[src/rtl/fetch_unit_pkg.sv]
// Shared CPU definitions used by the fetch stage and the IF/ID register:
// reset PC, bubble instruction encoding and the fetch FSM state type.
package fetch_unit_pkg;

  localparam logic [31:0] CPU_RESET_PC = 32'h8000_0000;
  localparam logic [31:0] CPU_NOP_INSN = 32'h0000_0000;

  // FETCH: request outstanding at pc
  // HOLD : instruction parked in ibuf while IF/ID is stalled, no request
  // DRAIN: waiting out a request that a redirect made stale
  typedef enum logic [1:0] {
    FETCH = 2'd0,
    HOLD  = 2'd1,
    DRAIN = 2'd2
  } fetch_state_e;

  // Instruction addresses are word aligned; low two bits are dropped.
  function automatic logic [31:0] align_word(input logic [31:0] addr);
    return addr & 32'hFFFF_FFFC;
  endfunction

endpackage

[src/rtl/fetch_unit.sv]
// Instruction-fetch stage feeding the IF/ID register. Owns the PC, drives a
// req/ack instruction memory, parks one instruction while IF/ID stalls and
// lets stale requests complete after a redirect before fetching the target.
//
// Memory handshake: imem_req is a request that, once raised, holds imem_req
// and imem_addr stable until the cycle in which imem_ack is high; that cycle
// (which may be the first request cycle) completes the transfer and
// imem_rdata is valid only then. A request is never withdrawn except by reset.
module fetch_unit
  import fetch_unit_pkg::*;
#(
  parameter logic [31:0] RESET_PC = CPU_RESET_PC,
  parameter logic [31:0] NOP_INSN = CPU_NOP_INSN
) (
  input  logic         clk,
  input  logic         reset,
  input  logic         stall,
  input  logic         redirect,
  input  logic [31:0]  redirect_pc,
  output logic         imem_req,
  output logic [31:0]  imem_addr,
  input  logic         imem_ack,
  input  logic [31:0]  imem_rdata,
  output logic [31:0]  ins_out,
  output logic [31:0]  pc_out,
  output logic         ins_valid,
  output fetch_state_e fsm_state
);

  fetch_state_e state_q, state_d;
  logic [31:0]  pc_q, pc_d;
  logic [31:0]  drain_addr_q, drain_addr_d;
  logic [31:0]  ibuf_q, ibuf_d;

  logic [31:0]  pc_inc;
  logic [31:0]  redirect_tgt;

  assign pc_inc       = pc_q + 32'd4;
  assign redirect_tgt = align_word(redirect_pc);
  assign fsm_state    = state_q;

  // State and datapath registers, asynchronously reset.
  always_ff @(posedge clk or posedge reset) begin
    if (reset) begin
      state_q      <= FETCH;
      pc_q         <= RESET_PC;
      drain_addr_q <= 32'd0;
      ibuf_q       <= NOP_INSN;
    end else begin
      state_q      <= state_d;
      pc_q         <= pc_d;
      drain_addr_q <= drain_addr_d;
      ibuf_q       <= ibuf_d;
    end
  end

  // Next-state and register updates; redirect beats stall beats advance.
  always_comb begin
    state_d      = state_q;
    pc_d         = pc_q;
    drain_addr_d = drain_addr_q;
    ibuf_d       = ibuf_q;
    case (state_q)
      FETCH: begin
        if (redirect) begin
          pc_d = redirect_tgt;
          // An unfinished request must still complete; remember its address.
          if (!imem_ack) begin
            drain_addr_d = pc_q;
            state_d      = DRAIN;
          end
        end else if (imem_ack) begin
          if (stall) begin
            ibuf_d  = imem_rdata;
            state_d = HOLD;
          end else begin
            pc_d = pc_inc;
          end
        end
      end
      HOLD: begin
        if (redirect) begin
          pc_d    = redirect_tgt;
          state_d = FETCH;
        end else if (!stall) begin
          pc_d    = pc_inc;
          state_d = FETCH;
        end
      end
      DRAIN: begin
        // A newer redirect just retargets; the stale request still finishes.
        if (redirect) begin
          pc_d = redirect_tgt;
        end
        if (imem_ack) begin
          state_d = FETCH;
        end
      end
      default: begin
        state_d = FETCH;
      end
    endcase
  end

  // Output decode; reset forces the idle/bubble values immediately.
  always_comb begin
    imem_req  = 1'b0;
    imem_addr = pc_q;
    pc_out    = pc_q;
    ins_valid = 1'b0;
    ins_out   = NOP_INSN;
    if (!reset) begin
      case (state_q)
        FETCH: begin
          imem_req  = 1'b1;
          imem_addr = pc_q;
          ins_valid = imem_ack & ~redirect;
          ins_out   = imem_ack ? imem_rdata : NOP_INSN;
        end
        HOLD: begin
          ins_valid = ~redirect;
          ins_out   = ibuf_q;
        end
        DRAIN: begin
          imem_req  = 1'b1;
          imem_addr = drain_addr_q;
        end
        default: begin
          imem_req = 1'b0;
        end
      endcase
    end
  end

endmodule

[config.mk]
export PLATFORM = sky130hd
export DESIGN_NAME = fetch_unit
export DESIGN_NICKNAME = d
export VERILOG_FILES = /design/src/rtl/fetch_unit_pkg.sv /design/src/rtl/fetch_unit.sv
export SDC_FILE = /design/constraint.sdc
export NUM_CORES = 1
export LEC_CHECK = 0
export BUFFER_PORTS_ARGS = -buffer_cell sky130_fd_sc_hd__buf_4
export CAP_MARGIN = 20
export CORE_AREA = 3 3 106 108
export CTS_CLUSTER_DIAMETER = 200
export DETAILED_ROUTE_END_ITERATION = 6
export DIE_AREA = 0 0 109 111
export GPL_TIMING_DRIVEN = 0
export MAX_ROUTING_LAYER = met4
export PLACE_DENSITY = 0.78
export SKIP_LAST_GASP = 1
export SLEW_MARGIN = 40
export SYNTH_ARGS = -nofsm -noshare
export SYNTH_HDL_FRONTEND = slang
export SYNTH_SLANG_ARGS = --single-unit
[constraint.sdc]
create_clock -name clk -period 3.5 [get_ports clk]
set_input_delay 0 -clock clk [delete_from_list [all_inputs] [get_ports clk]]
set_output_delay 0 -clock clk [all_outputs]
set_load 0.01 [all_outputs]
After elaboration in Yosys (flattened, before gate mapping)
Cells that the tools add are included.
{"block": "totals", "regBits": 98, "in_bits": 69, "output_inout_bits": 100, "elab_cells": 46}
{"block": "op_classes", "add_sub_neg": 1, "eq_ne": 8, "muxes": 23, "n_bitwise": 3, "n_reduce_logical": 7}
{"op": "$mux W32", "n": 9}
{"op": "$pmux W32 S3", "n": 1}
{"op": "$pmux W32 S2", "n": 1}
{"op": "$add A32 B3 Y32 const B", "n": 1}
{"op": "$mux W2", "n": 7}
{"op": "$ne A3 B3 Y1 const B", "n": 4}
{"op": "$pmux W2 S3", "n": 1}
{"op": "$reduce_and A3 Y1", "n": 2}
{"op": "$reduce_and A5 Y1", "n": 1}
{"op": "$ne A2 B2 Y1 const B", "n": 2}
{"op": "$reduce_and A4 Y1", "n": 1}
{"op": "$mux W1", "n": 3}
{"op": "$reduce_bool A3 Y1", "n": 1}
{"op": "$eq A2 B1 Y1 const B", "n": 1}
{"op": "$eq A2 B2 Y1 const B", "n": 1}
{"op": "$logic_not A2 Y1", "n": 1}
{"op": "$not A1 Y1", "n": 2}
{"op": "$pmux W1 S2", "n": 1}
{"op": "$reduce_or A2 Y1", "n": 1}
{"op": "$and A1 B1 Y1", "n": 1}

Longest topological paths before layout
Gate-level depths: netlist of run 1.
{"block": "logic_depth", "ltp_word": 5, "depth_mapped": 7}

Least setup slack after synthesis of run 1
OpenSTA, ideal clock, no wires.
{"block": "synth_path", "path_kind": "flip-flop to flip-flop", "from": "register pc_q[2], in the netlist pc_out[2]", "to": "register pc_q[30], in the netlist pc_out[30]", "setup_time_ns": 0.121, "t_arrival_ns": 1.897, "required_ns": 3.379, "setup_slack_ns": 1.482, "stages_incl_launch_ff": 7, "n_path_buf": 0, "path_cell_list": "dfrtp_1 ha_1 nand4_2 or4_4 nor2_4 a41oi_1 o22a_1"}
{"block": "synth_via", "elab_chain_cells": 5, "word_cells_on_any_way": 6}
{"element": "start: declaration", "line_no": "fetch_unit.sv:31", "text": "logic [31:0] pc_q, pc_d;"}
{"element": "start signal: assignment", "line_no": "fetch_unit.sv:51", "text": "pc_q <= pc_d;"}
{"element": "$add A32 B3 Y32 (*)", "line_no": "fetch_unit.sv:38", "text": "assign pc_inc = pc_q + 32'd4;"}
{"element": "$mux W32 (*)", "line_no": "fetch_unit.sv:73, fetch_unit.sv:85"}
{"element": "$mux W32", "line_no": "fetch_unit.sv:72", "text": "end else if (imem_ack) begin"}
{"element": "$mux W32", "line_no": "fetch_unit.sv:65", "text": "if (redirect) begin"}
{"element": "$pmux W32 S3 (*)", "line_no": "fetch_unit.sv:63", "text": "case (state_q)"}
Every way passes the cells marked *; elsewhere a longest branch is shown, timed or not. The select of a mux whose other input is x is not followed.
A chain may end at the register's enable or synchronous reset.

Final worst setup path of run 1
{"block": "layout_path", "from": "register state_q[1], in the netlist fsm_state[1]", "to": "output ins_out[25]"}
{"block": "layout_via", "elab_chain_cells": 3, "word_cells_on_any_way": 4}
{"element": "start: declaration", "line_no": "fetch_unit.sv:30", "text": "fetch_state_e state_q, state_d;"}
{"element": "start signal: assignment", "line_no": "fetch_unit.sv:50", "text": "state_q <= state_d;"}
{"element": "$eq A2 B1 Y1 or $logic_not A2 Y1 (tied branches)", "line_no": "fetch_unit.sv:113", "text": "case (state_q)"}
{"element": "$pmux W32 S2 (*)", "line_no": "fetch_unit.sv:113"}
{"element": "$mux W32 (*)", "line_no": "fetch_unit.sv:112", "text": "if (!reset) begin"}
{"element": "end: declaration", "line_no": "fetch_unit.sv:24", "text": "output logic [31:0] ins_out,"}
Every way passes the cells marked *; elsewhere a longest branch is shown, timed or not.

==> flow_summary.toml, run 1 <==
[synth]
yosysUniqueCellTypes = 51
synthFlopType = "dfrtp_1"
ys_warn_count = 0
synth-seq-cells = 94
syn_avg_cell_area_um2 = 10.2
synthArstFlopShare = 1.00
synth_edf_count = 0
synth_area_um2 = 5220
syn_inst = 511
ys_seq_area_frac = 0.451

[layout]
diodes = 0
syn_to_final_growth_pct = 40.6
multi_input_area_um2 = 2660
layout.cells.non_filler = 877
fillCellCount = 759
nets = 806
drive_above_1_share = 0.408
seqCellArea_um2 = 2350

[clock_network]
cts_buffer_depth = 2
clkLatencyLatePin_ns = 0.36
cts_sinks = 94
clockRootBuffer = "clkbuf_8"
cts_setup_buffers = 0
cts_buffers = 9
cts_max_level = 3
path_clk_slew_ns = 0.10
tritoncts = "built"

[critical_path]
endpoint_kind = "output port"
critical_path_class = "reg2out"
cp_slowest_stage_delay_ns = 0.63
critPathArrivalTime_ns = 2.51
cp_slowest_cell = "nor2_1"
critPathLaunchType = "register"
cp_cell_sequence = "clkbuf_1 > nor2_1 > clkbuf_1 > a22oi_1 > nor2_1 > buf_4"
cp.required_ns = 3.50
critical_path_peak_fanout = 10

[timing]
post-route-min-period_ns = 2.51
relSlewSlack = 0.423
grt_setup_unrepaired = "no"
finClkSkew_ns = 0.0177
hold_violations = 0
min_period_over_period = 0.718
setup_violations = 0
clock.fmax_mhz = 398
worst_slew_pin_slew_ns = 0.853
fin_hold_ws_ns = 0.0175
slew_violations = 0
finalSetupTns_ns = 0

[grt]
grt_pass1_vias = 5051
grt_pass1_wl_um = 25000
overflow = 0
grt_max_degree = 51
antenna_found_initial = 0
grt.total_usage = 0.265

[placement]
gp_congestion = 0.930
dp_hpwl_um = 11000
io_buffers = 161
dpl.cell_count = 812

[job]
maxCapViolCount = 0

[detailed_routing]
ant_nets = 0
viasPerCell = 5.80
wl_per_cell_um = 18.0
num_vias = 5083
drc = 0
routed_wl_um = 15700
drtIter0Drc = 349
firstDrtPassIters = 5

[floorplan]
rows = 37
initial_utilization = 0.505
die_w_um = 109
die_h_um = 111
ios = 169
core_region_area_um2 = 10300
die-area_um2 = 12100

[power_and_ir_drop]
p_leak_nw = 3.18
power_density_nw_per_um2 = 473
irDropWorstVdd_uv = 269

[run_status]
outcome = "finished, final reports clean"

[worst_hold_path]
hold_path.class = "in2reg"
-- timing repair --
item,CTS,global route
endpoints found under the hold margin,49,0
gates resized for setup,0,0
hold buffers,49,0
-- through the flow --
step                      area [um^2]  utilization  worst slack [ns]  power (mW)
final                            7330        0.710             0.986        3.47
after global routing             7330        0.710             0.820        3.66
after CTS                        7330        0.710              1.03        3.47
after detailed placement         6650        0.644              1.25        2.70
after global placement           6610        0.640            -0.686        2.64
after floorplan                  5230            -             0.635        2.20
-- routing by layer --
layer,part of all wire,vias up,global-route usage
met3,0.075,35,0.0338
met2,0.49,262,0.434
met1,0.41,2434,0.336
li1,-,2352,-
met4,0.027,0,0.0926
met5,0,-,-
-- flip-flops by register name, indices dropped and copies added, names as in the netlist --
| signal | cells |
|---|---|
| fsm_state | 2 |
| pc_out | 30 |
| drain_addr_q | 30 |
| ibuf_q | 32 |
-- Yosys cell counts, types with 3 or more instances --
cell       instances  area [um^2]
dfrtp_1           93         2330
mux2_2            92         1040
nor2_1            58          218
a21oi_1           35          175
a22oi_1           31          233
clkbuf_1          22         82.6
nand2_1           20         75.1
nand3_1           18         90.1
buf_2             17         85.1
o21ai_0           13         65.1
nand4_1           11         68.8
nor3_1            11         55.1
and3_1             7         43.8
and4_1             7         61.3
o22ai_1            7         43.8
a2bb2oi_1          6         52.6
a41oi_1            4         35.0
buf_4              4         30.0
o22a_1             4         35.0
or3_1              4         25.0
a211oi_1           3         22.5
buf_1              3         11.3
inv_1              3         11.3
o21a_1             3         22.5
or2_2              3         18.8
-- area by class of cell --
cell class	instances	area share
plain buffers	46	0.0285
well taps	136	0.0232
clock inverters	3	0.00631
inverters	3	0.00256
flip-flops and latches	94	0.321
clock buffers	13	0.0203
multi-input cells	371	0.363
repair buffers	211	0.235
-- logic make-up after synthesis --
logic type,Yosys count,synth area share
mux,92,0.199
buf+inv,49,0.0422
simple gates,153,0.148
compound gates,121,0.157
flops,94,0.451
fa+ha+maj,1,0.00240
other cells,1,0.000719
-- layout by cell type, fill, tap and decap left out, drive strengths merged, types with 2 or more instances in the layout --
master,count
o21ai,13
a22oi,31
and4,7
inv,3
a21oi,35
and3,7
nor3,11
buf,186
a211oi,3
nand3,18
o31ai,2
o21a,3
nand2,20
or3,4
a31oi,2
nor2b,2
a2bb2oi,6
conb,4
a311oi,3
dfrtp,93
nand4,12
o22a,4
nor2,59
o22ai,7
nor3b,2
dlygate4sd3,49
and2,2
a41oi,4
clkbuf,35
nor4,3
or2,3
mux2,92
-- path summary, 6_finish.rpt --
kind,startpoint,endpoint,slack (ns),cells past startpoint
max,fsm_state[1],ins_out[25],0.99,6
min,redirect_pc[5],pc_out[5],0.02,3
max reg2reg,pc_out[2],pc_out[28],1.12,6
min reg2reg,drain_addr_q[28],drain_addr_q[28],0.51,1
max in group asynchronous,reset,pc_out[31],2.59,5
min in group asynchronous,reset,ibuf_q[25],0.30,4
-- worst max-delay path: cells and delay by family, from the launching register on --
family	cells	cell delay (ns)
compound gates	1	0.14
simple gates	2	0.78
buf+inv	3	0.79
flops	1	0.43
-- power breakdown --
part / internal (mW) / total (mW) / switching [mW]
combinational: 0.637 / 1.17 / 0.530
sequential: 1.36 / 1.57 / 0.210
clock: 0.353 / 0.730 / 0.377
total: 2.35 / 3.47 / 1.12
(Power assumes the default switching activity.)
==> run 2, diff against run 1 <==
--- a/config.mk
+++ b/config.mk
@@ -5,15 +5,16 @@
 export SDC_FILE = /design/constraint.sdc
 export NUM_CORES = 1
 export LEC_CHECK = 0
+export ABC_AREA = 1
 export BUFFER_PORTS_ARGS = -buffer_cell sky130_fd_sc_hd__buf_4
 export CAP_MARGIN = 20
-export CORE_AREA = 3 3 106 108
+export CORE_AREA = 3 3 108 110
 export CTS_CLUSTER_DIAMETER = 200
 export DETAILED_ROUTE_END_ITERATION = 6
-export DIE_AREA = 0 0 109 111
+export DIE_AREA = 0 0 111 113
 export GPL_TIMING_DRIVEN = 0
 export MAX_ROUTING_LAYER = met4
-export PLACE_DENSITY = 0.78
+export PLACE_DENSITY = 0.79
 export SKIP_LAST_GASP = 1
 export SLEW_MARGIN = 40
 export SYNTH_ARGS = -nofsm -noshare
==> constraint.sdc (replaced) <==
create_clock -name clk -period 2.45 [get_ports clk]
set_input_delay 0 -clock clk [delete_from_list [all_inputs] [get_ports clk]]
set_output_delay 0 -clock clk [all_outputs]
set_load 0.01 [all_outputs]
==> run 2 against run 1 <==
Against the previous run: first-iteration DRC count is 34% higher; final area rose by 8.0%; synthesized cell count up 53%; register-to-register slack worse by 0.56 ns; clock power up 51%; critical path type is now in2out; largest cell class unchanged; largest power group unchanged.
==> flow_summary.toml, run 2 <==
[synth]
synthArstFlopShare = 1.00
ys_seq_area_frac = 0.422
ys_warn_count = 0
netlist.area_leader.share = 0.417
syn_avg_cell_area_um2 = 7.15
synthFlopType = "dfrtp_1"
synth-seq-cells = 94
synth_area_um2 = 5580
yosys-top-cells-area = "dfrtp_1, nand2_1, nor2_1, a21oi_1, o21ai_0"
yosysTopAreaCell = "dfrtp_1"
synth_edf_count = 0
yosys-top-cells-count = "nand2_1, nor2_1, dfrtp_1"
yosysUniqueCellTypes = 34
yosysMostFrequentCell = "nand2_1"
syn_inst = 780

[layout]
nets = 1091
mostFrequentLayoutCell = "nand2_1"
fillCellCount = 846
postLayoutCoreUtil = 0.734
final_area_um2 = 7920
regMostFlops = "ibuf_q"
syn_to_final_growth_pct = 41.9
largest_reg_flops = 32
drive_above_1_share = 0.252
layout.cells.non_filler = 1166
diodes = 0
layout_common_cells = "nand2_1, buf_4, nor2_1"

[power_and_ir_drop]
irDropWorstVdd_uv = 407
power_density_nw_per_um2 = 724
p_leak_nw = 3.98
p_total_mw = 5.74

[critical_path]
cp_cell_sequence = "dlygate4sd3_1 > buf_4 > clkbuf_1 > clkinvlp_4 > buf_16 > nand2_1 > nor3_1 > buf_4"
worst_path_most_repeated_cell = "buf_4"
cp_slowest_cell = "dlygate4sd3_1"
cp_num_buf_inv = 6
crit_family = "buffers and inverters"
cp_slowest_stage_delay_ns = 0.53
critPathLaunchType = "input pin"
r2r_cells = 10
cp.required_ns = 2.45
r2r_start = "pc_out[3]"
critical_path_peak_fanout = 22
endpoint_kind = "output port"
critical_path_class = "in2out"
rrSetupSlack_ns = 0.56
reg2reg_to = "pc_out[28]"
critPathArrivalTime_ns = 2.28

[floorplan]
die-area_um2 = 12500
core_region_area_um2 = 10800
ios = 169
rows = 38
die_w_um = 111
initial_utilization = 0.517
die_h_um = 113

[timing]
worst_slew_pin_slew_ns = 0.618
finClkSkew_ns = 0.00978
relSlewSlack = 0.588
setup_violations = 0
finalSetupTns_ns = 0
grt_setup_unrepaired = "no"
min_period_over_period = 0.930
hold_violations = 0
timing.final.ws_setup_ns = 0.172
slew_violations = 0
post-route-min-period_ns = 2.28
clock.fmax_mhz = 439
fin_hold_ws_ns = 0.00996

[grt]
top_usage_layer = "met2"
met2_usage = 0.481
antenna_found_initial = 0
grt_pass1_wl_um = 29400
grt_pass1_vias = 5955
overflow = 0
grt_max_degree = 23
grtUsageMet3 = 0.0578
grt.total_usage = 0.298
gr-usage-met1 = 0.380

[clock_network]
clkLatencyLatePin_ns = 0.36
cts_buffers = 9
cts_buffer_depth = 2
tritoncts = "built"
cts_max_level = 3
cts_sinks = 94
clockRootBuffer = "clkbuf_8"
path_clk_slew_ns = 0.10

[detailed_routing]
drc = 0
firstDrtPassIters = 5
drtIter0Drc = 469
ant_nets = 0
viasPerCell = 5.24
num_vias = 6108
routed_wl_um = 18200
wl_per_cell_um = 15.6

[worst_hold_path]
min_path_cells = 6
hold_start = "redirect_pc[18]"
whs_endpoint = "pc_out[18]"
hold_path.class = "in2reg"

[placement]
io_buffers = 162
dp_hpwl_um = 12800
gp_congestion = 0.980
place_ws_ns = 0.623
dpl.cell_count = 1090
dpl_cell_area_um2 = 7120

[run_status]
outcome = "finished, final reports clean"

[job]
maxCapViolCount = 0
## run 2: cell types whose count changed in the layout (fill, tap and decap cells not counted), moves of 14 or more
cell | before | now
a21oi_1 | 35 | 68
a22oi_1 | 31 | 0
clkbuf_1 | 25 | 11
inv_1 | 2 | 44
mux2_2 | 92 | 4
mux2_4 | 0 | 17
nand2_1 | 20 | 247
nand3_1 | 18 | 48
nor2_1 | 58 | 122
o21ai_0 | 13 | 51
## run 2: repair_timing
item	in CTS	in global routing
setup buffers	0	5
hold buffers	55	0
resized for setup	0	0
setup endpoints to repair	0	6
endpoints found under the hold margin	60	0
## run 2: cells by family (layout without fill, tap and decap cells)
kind of cell             Yosys count  in the layout  share of synthesized area
AO/OA/AOI/OAI                    130            130                      0.120
XOR/XNOR                           5              5                    0.00785
adder cells (fa/ha/maj)            1              1                    0.00224
buffers and inverters             91            334                     0.0738
flip-flops                        94             94                      0.422
multiplexers                      21             21                     0.0538
other                              1              4                   0.000672
AND/OR/NAND/NOR                  437            437                      0.319
## run 2: cell type report
type / count / area, um^2 / share of cell area
Clock inverter: 6 / 68.8 / 0.00869
Buffer: 41 / 224 / 0.0283
Timing Repair Buffer: 227 / 1940 / 0.245
Clock buffer: 10 / 138 / 0.0174
Multi-Input combinational cell: 598 / 2830 / 0.357
Sequential cell: 94 / 2350 / 0.297
Inverter: 50 / 191 / 0.0242
Tap cell: 140 / 175 / 0.0221
## run 2: worst max-delay path by stage
| stage | from | endpoint | slack [ns] | depth (start not counted) |
|---|---|---|---|---|
| 2_1_floorplan | reset | ins_valid | 0.10 | 4 |
| 3_3_place_gp | reset | ins_valid | -1.23 | 6 |
| 3_5_place_dp | reset | ins_valid | 0.62 | 7 |
| 4_1_cts | reset | ins_valid | 0.01 | 8 |
| 5_1_grt | reset | ins_valid | 0.1 | 8 |
| 6_report | reset | ins_valid | 0.17 | 8 |
## run 2: layer usage
| layer | vias to the layer above | share of wire | routed length [um] |
|---|---|---|---|
| met2 | 257 | 0.48 | 8680 |
| met3 | 48 | 0.064 | 1170 |
| met1 | 2835 | 0.43 | 7750 |
| met4 | 0 | 0.031 | 567 |
| met5 | - | 0 | 0 |
| li1 | 2968 | - | - |
## run 2: worst reg2reg max path: cells and delay by family, from the launching register on
| family | cells | cell delay [ns] |
|---|---|---|
| flops | 1 | 0.46 |
| simple gates | 9 | 1.11 |
| fa+ha+maj | 1 | 0.22 |
## run 2: power by group
part	leakage [nW]	internal (mW)	total [mW]	switching, mW
clock network	0.103	0.508	1.10	0.591
registers	1.14	1.99	2.40	0.403
logic	2.74	1.05	2.24	1.19
total	3.98	3.55	5.74	2.19
==> run 3, diff against run 2 <==
--- a/config.mk
+++ b/config.mk
@@ -5,16 +5,15 @@
 export SDC_FILE = /design/constraint.sdc
 export NUM_CORES = 1
 export LEC_CHECK = 0
-export ABC_AREA = 1
 export BUFFER_PORTS_ARGS = -buffer_cell sky130_fd_sc_hd__buf_4
 export CAP_MARGIN = 20
-export CORE_AREA = 3 3 108 110
+export CORE_AREA = 3 3 106 108
 export CTS_CLUSTER_DIAMETER = 200
 export DETAILED_ROUTE_END_ITERATION = 6
-export DIE_AREA = 0 0 111 113
+export DIE_AREA = 0 0 109 111
 export GPL_TIMING_DRIVEN = 0
 export MAX_ROUTING_LAYER = met4
-export PLACE_DENSITY = 0.79
+export PLACE_DENSITY = 0.78
 export SKIP_LAST_GASP = 1
 export SLEW_MARGIN = 40
 export SYNTH_ARGS = -nofsm -noshare
==> run 3 against run 2 <==
Against the previous run: non-clock buffer count fell by 4; global-route usage fell by 2.3 points; count of clock-buffer cells in the layout did not move; core utilization fell by 0.57 points; sequential share of layout area rose by 1.6 points; flip-flop and latch count did not move; via count fell by 16%; wire length fell by 11%; highest routed layer unchanged; total power fell by 9.3%; largest cell class unchanged; first-iteration DRC count fell by 24%; clock power rose by 15%; maximum frequency fell by 1.6%.
==> flow_summary.toml, run 3 (synthesis results as in run 1) <==
[run_status]
outcome = "finished, final reports clean"

[clock_network]
path_clk_slew_ns = 0.10
cts_max_level = 3
cts_buffer_depth = 2
tritoncts = "built"
cts_sinks = 94
clockRootBuffer = "clkbuf_8"
cts_setup_buffers = 0
clkLatencyLatePin_ns = 0.37
cts_buffers = 9

[worst_hold_path]
whs_endpoint = "pc_out[26]"
hold_path.class = "in2reg"
hold_start = "redirect_pc[26]"
min_path_cells = 3

[grt]
grt_pass1_vias = 5241
overflow = 0
grt.total_usage = 0.275
grt_max_degree = 28
antenna_found_initial = 0
grt_pass1_wl_um = 25900

[layout]
mostFrequentLayoutCell = "buf_4"
regMostFlops = "ibuf_q"
drive_above_1_share = 0.417
postLayoutCoreUtil = 0.728
diodes = 0
nets = 813
syn_to_final_growth_pct = 44.1
final_area_um2 = 7510
largest_reg_flops = 32
layout_common_cells = "buf_4, dfrtp_1, mux2_2"

[critical_path]
cp_slowest_stage_delay_ns = 0.42
critPathArrivalTime_ns = 2.31
r2r_start = "pc_out[2]"
endpoint_kind = "output port"
critical_path_class = "reg2out"
reg2reg_to = "pc_out[30]"
critPathLaunchType = "register"
cp.required_ns = 2.45
rrSetupSlack_ns = 0.16
critical_path_peak_fanout = 10
r2r_cells = 6
cp_num_buf_inv = 3
cp.depth = 5
cp_slowest_cell = "clkbuf_1"
crit_family = "buffers and inverters"
cp_cell_sequence = "clkbuf_1 > and2_1 > buf_2 > mux2_2 > buf_4"

[timing]
finClkSkew_ns = 0.0105
finalSetupTns_ns = 0
slew_violations = 0
hold_violations = 0
post-route-min-period_ns = 2.31
clock.fmax_mhz = 432
grt_setup_unrepaired = "no"
worst_slew_pin_slew_ns = 0.794
relSlewSlack = 0.468
setup_violations = 0
min_period_over_period = 0.945

[floorplan]
core_region_area_um2 = 10300
initial_utilization = 0.505
die_h_um = 111
die_w_um = 109
die-area_um2 = 12100
ios = 169
rows = 37

[detailed_routing]
routed_wl_um = 16200
viasPerCell = 5.82
firstDrtPassIters = 5
num_vias = 5141
drtIter0Drc = 356
drc = 0
ant_nets = 0
wl_per_cell_um = 18.3

[placement]
io_buffers = 161
gp_congestion = 0.912
dpl_cell_area_um2 = 6710
dp_hpwl_um = 11200

[job]
maxCapViolCount = 0

[power_and_ir_drop]
power_density_nw_per_um2 = 692
irDropWorstVdd_uv = 449
p_leak_nw = 3.27
==> run 3: worst max path at each step <==
stage / from / to / slack [ns]
4_1_cts: fsm_state[1] / ins_out[19] / 0.02
2_1_floorplan: pc_out[2] / pc_out[30] / 0.43
3_5_place_dp: pc_out[2] / pc_out[28] / 0.18
6_report: fsm_state[1] / imem_addr[12] / 0.14
3_3_place_gp: reset / drain_addr_q[21] / 0.10
5_1_grt: fsm_state[1] / imem_addr[12] / 0.002
==> run 3: cell type report <==
class / instances / area [um^2]
fillers: 701 / 2810
multi-input cells: 371 / 2680
flip-flops and latches: 94 / 2350
repair buffers: 218 / 1830
plain buffers: 46 / 214
well taps: 136 / 170
clock buffers: 10 / 138
clock inverters: 6 / 109
inverters: 3 / 15.0
==> run 3: repair_timing <==
| action | CTS | global route |
|---|---|---|
| endpoints found under the hold margin | 53 | 0 |
| setup endpoints to repair | 0 | 21 |
| gates resized for setup | 0 | 7 |
| hold buffers | 53 | 0 |
==> run 3: routing by layer <==
layer / global-route usage / wire [um]
met1: 0.337 / 6540
met2: 0.451 / 7970
met3: 0.0443 / 1180
met4: 0.108 / 454
met5: - / 0
==> run 3: power by group <==
group          leakage [nW]  switching (mW)  internal, mW
sequential             1.09           0.304          1.94
combinational          2.06           0.770         0.927
clock                 0.126           0.555         0.704
total                  3.27            1.63          3.57
==> run 3: worst min-delay path: stages <==
cell and delay, ns:
buf_4 0.08, o22ai_1 0.09, a311oi_2 0.18
==> run 3: stage by stage <==
stage                     total power, mW  hold slack [ns]  setup WS [ns]  instances
final                                5.20           0.0271          0.135        884
after global routing                 5.49           0.0248        0.00218        884
after CTS                            5.20           0.0106         0.0174        884
after detailed placement             3.87            0.248          0.176        815
after global placement               3.78            0.243          0.101        811
after floorplan                      3.14           0.0522          0.432        514
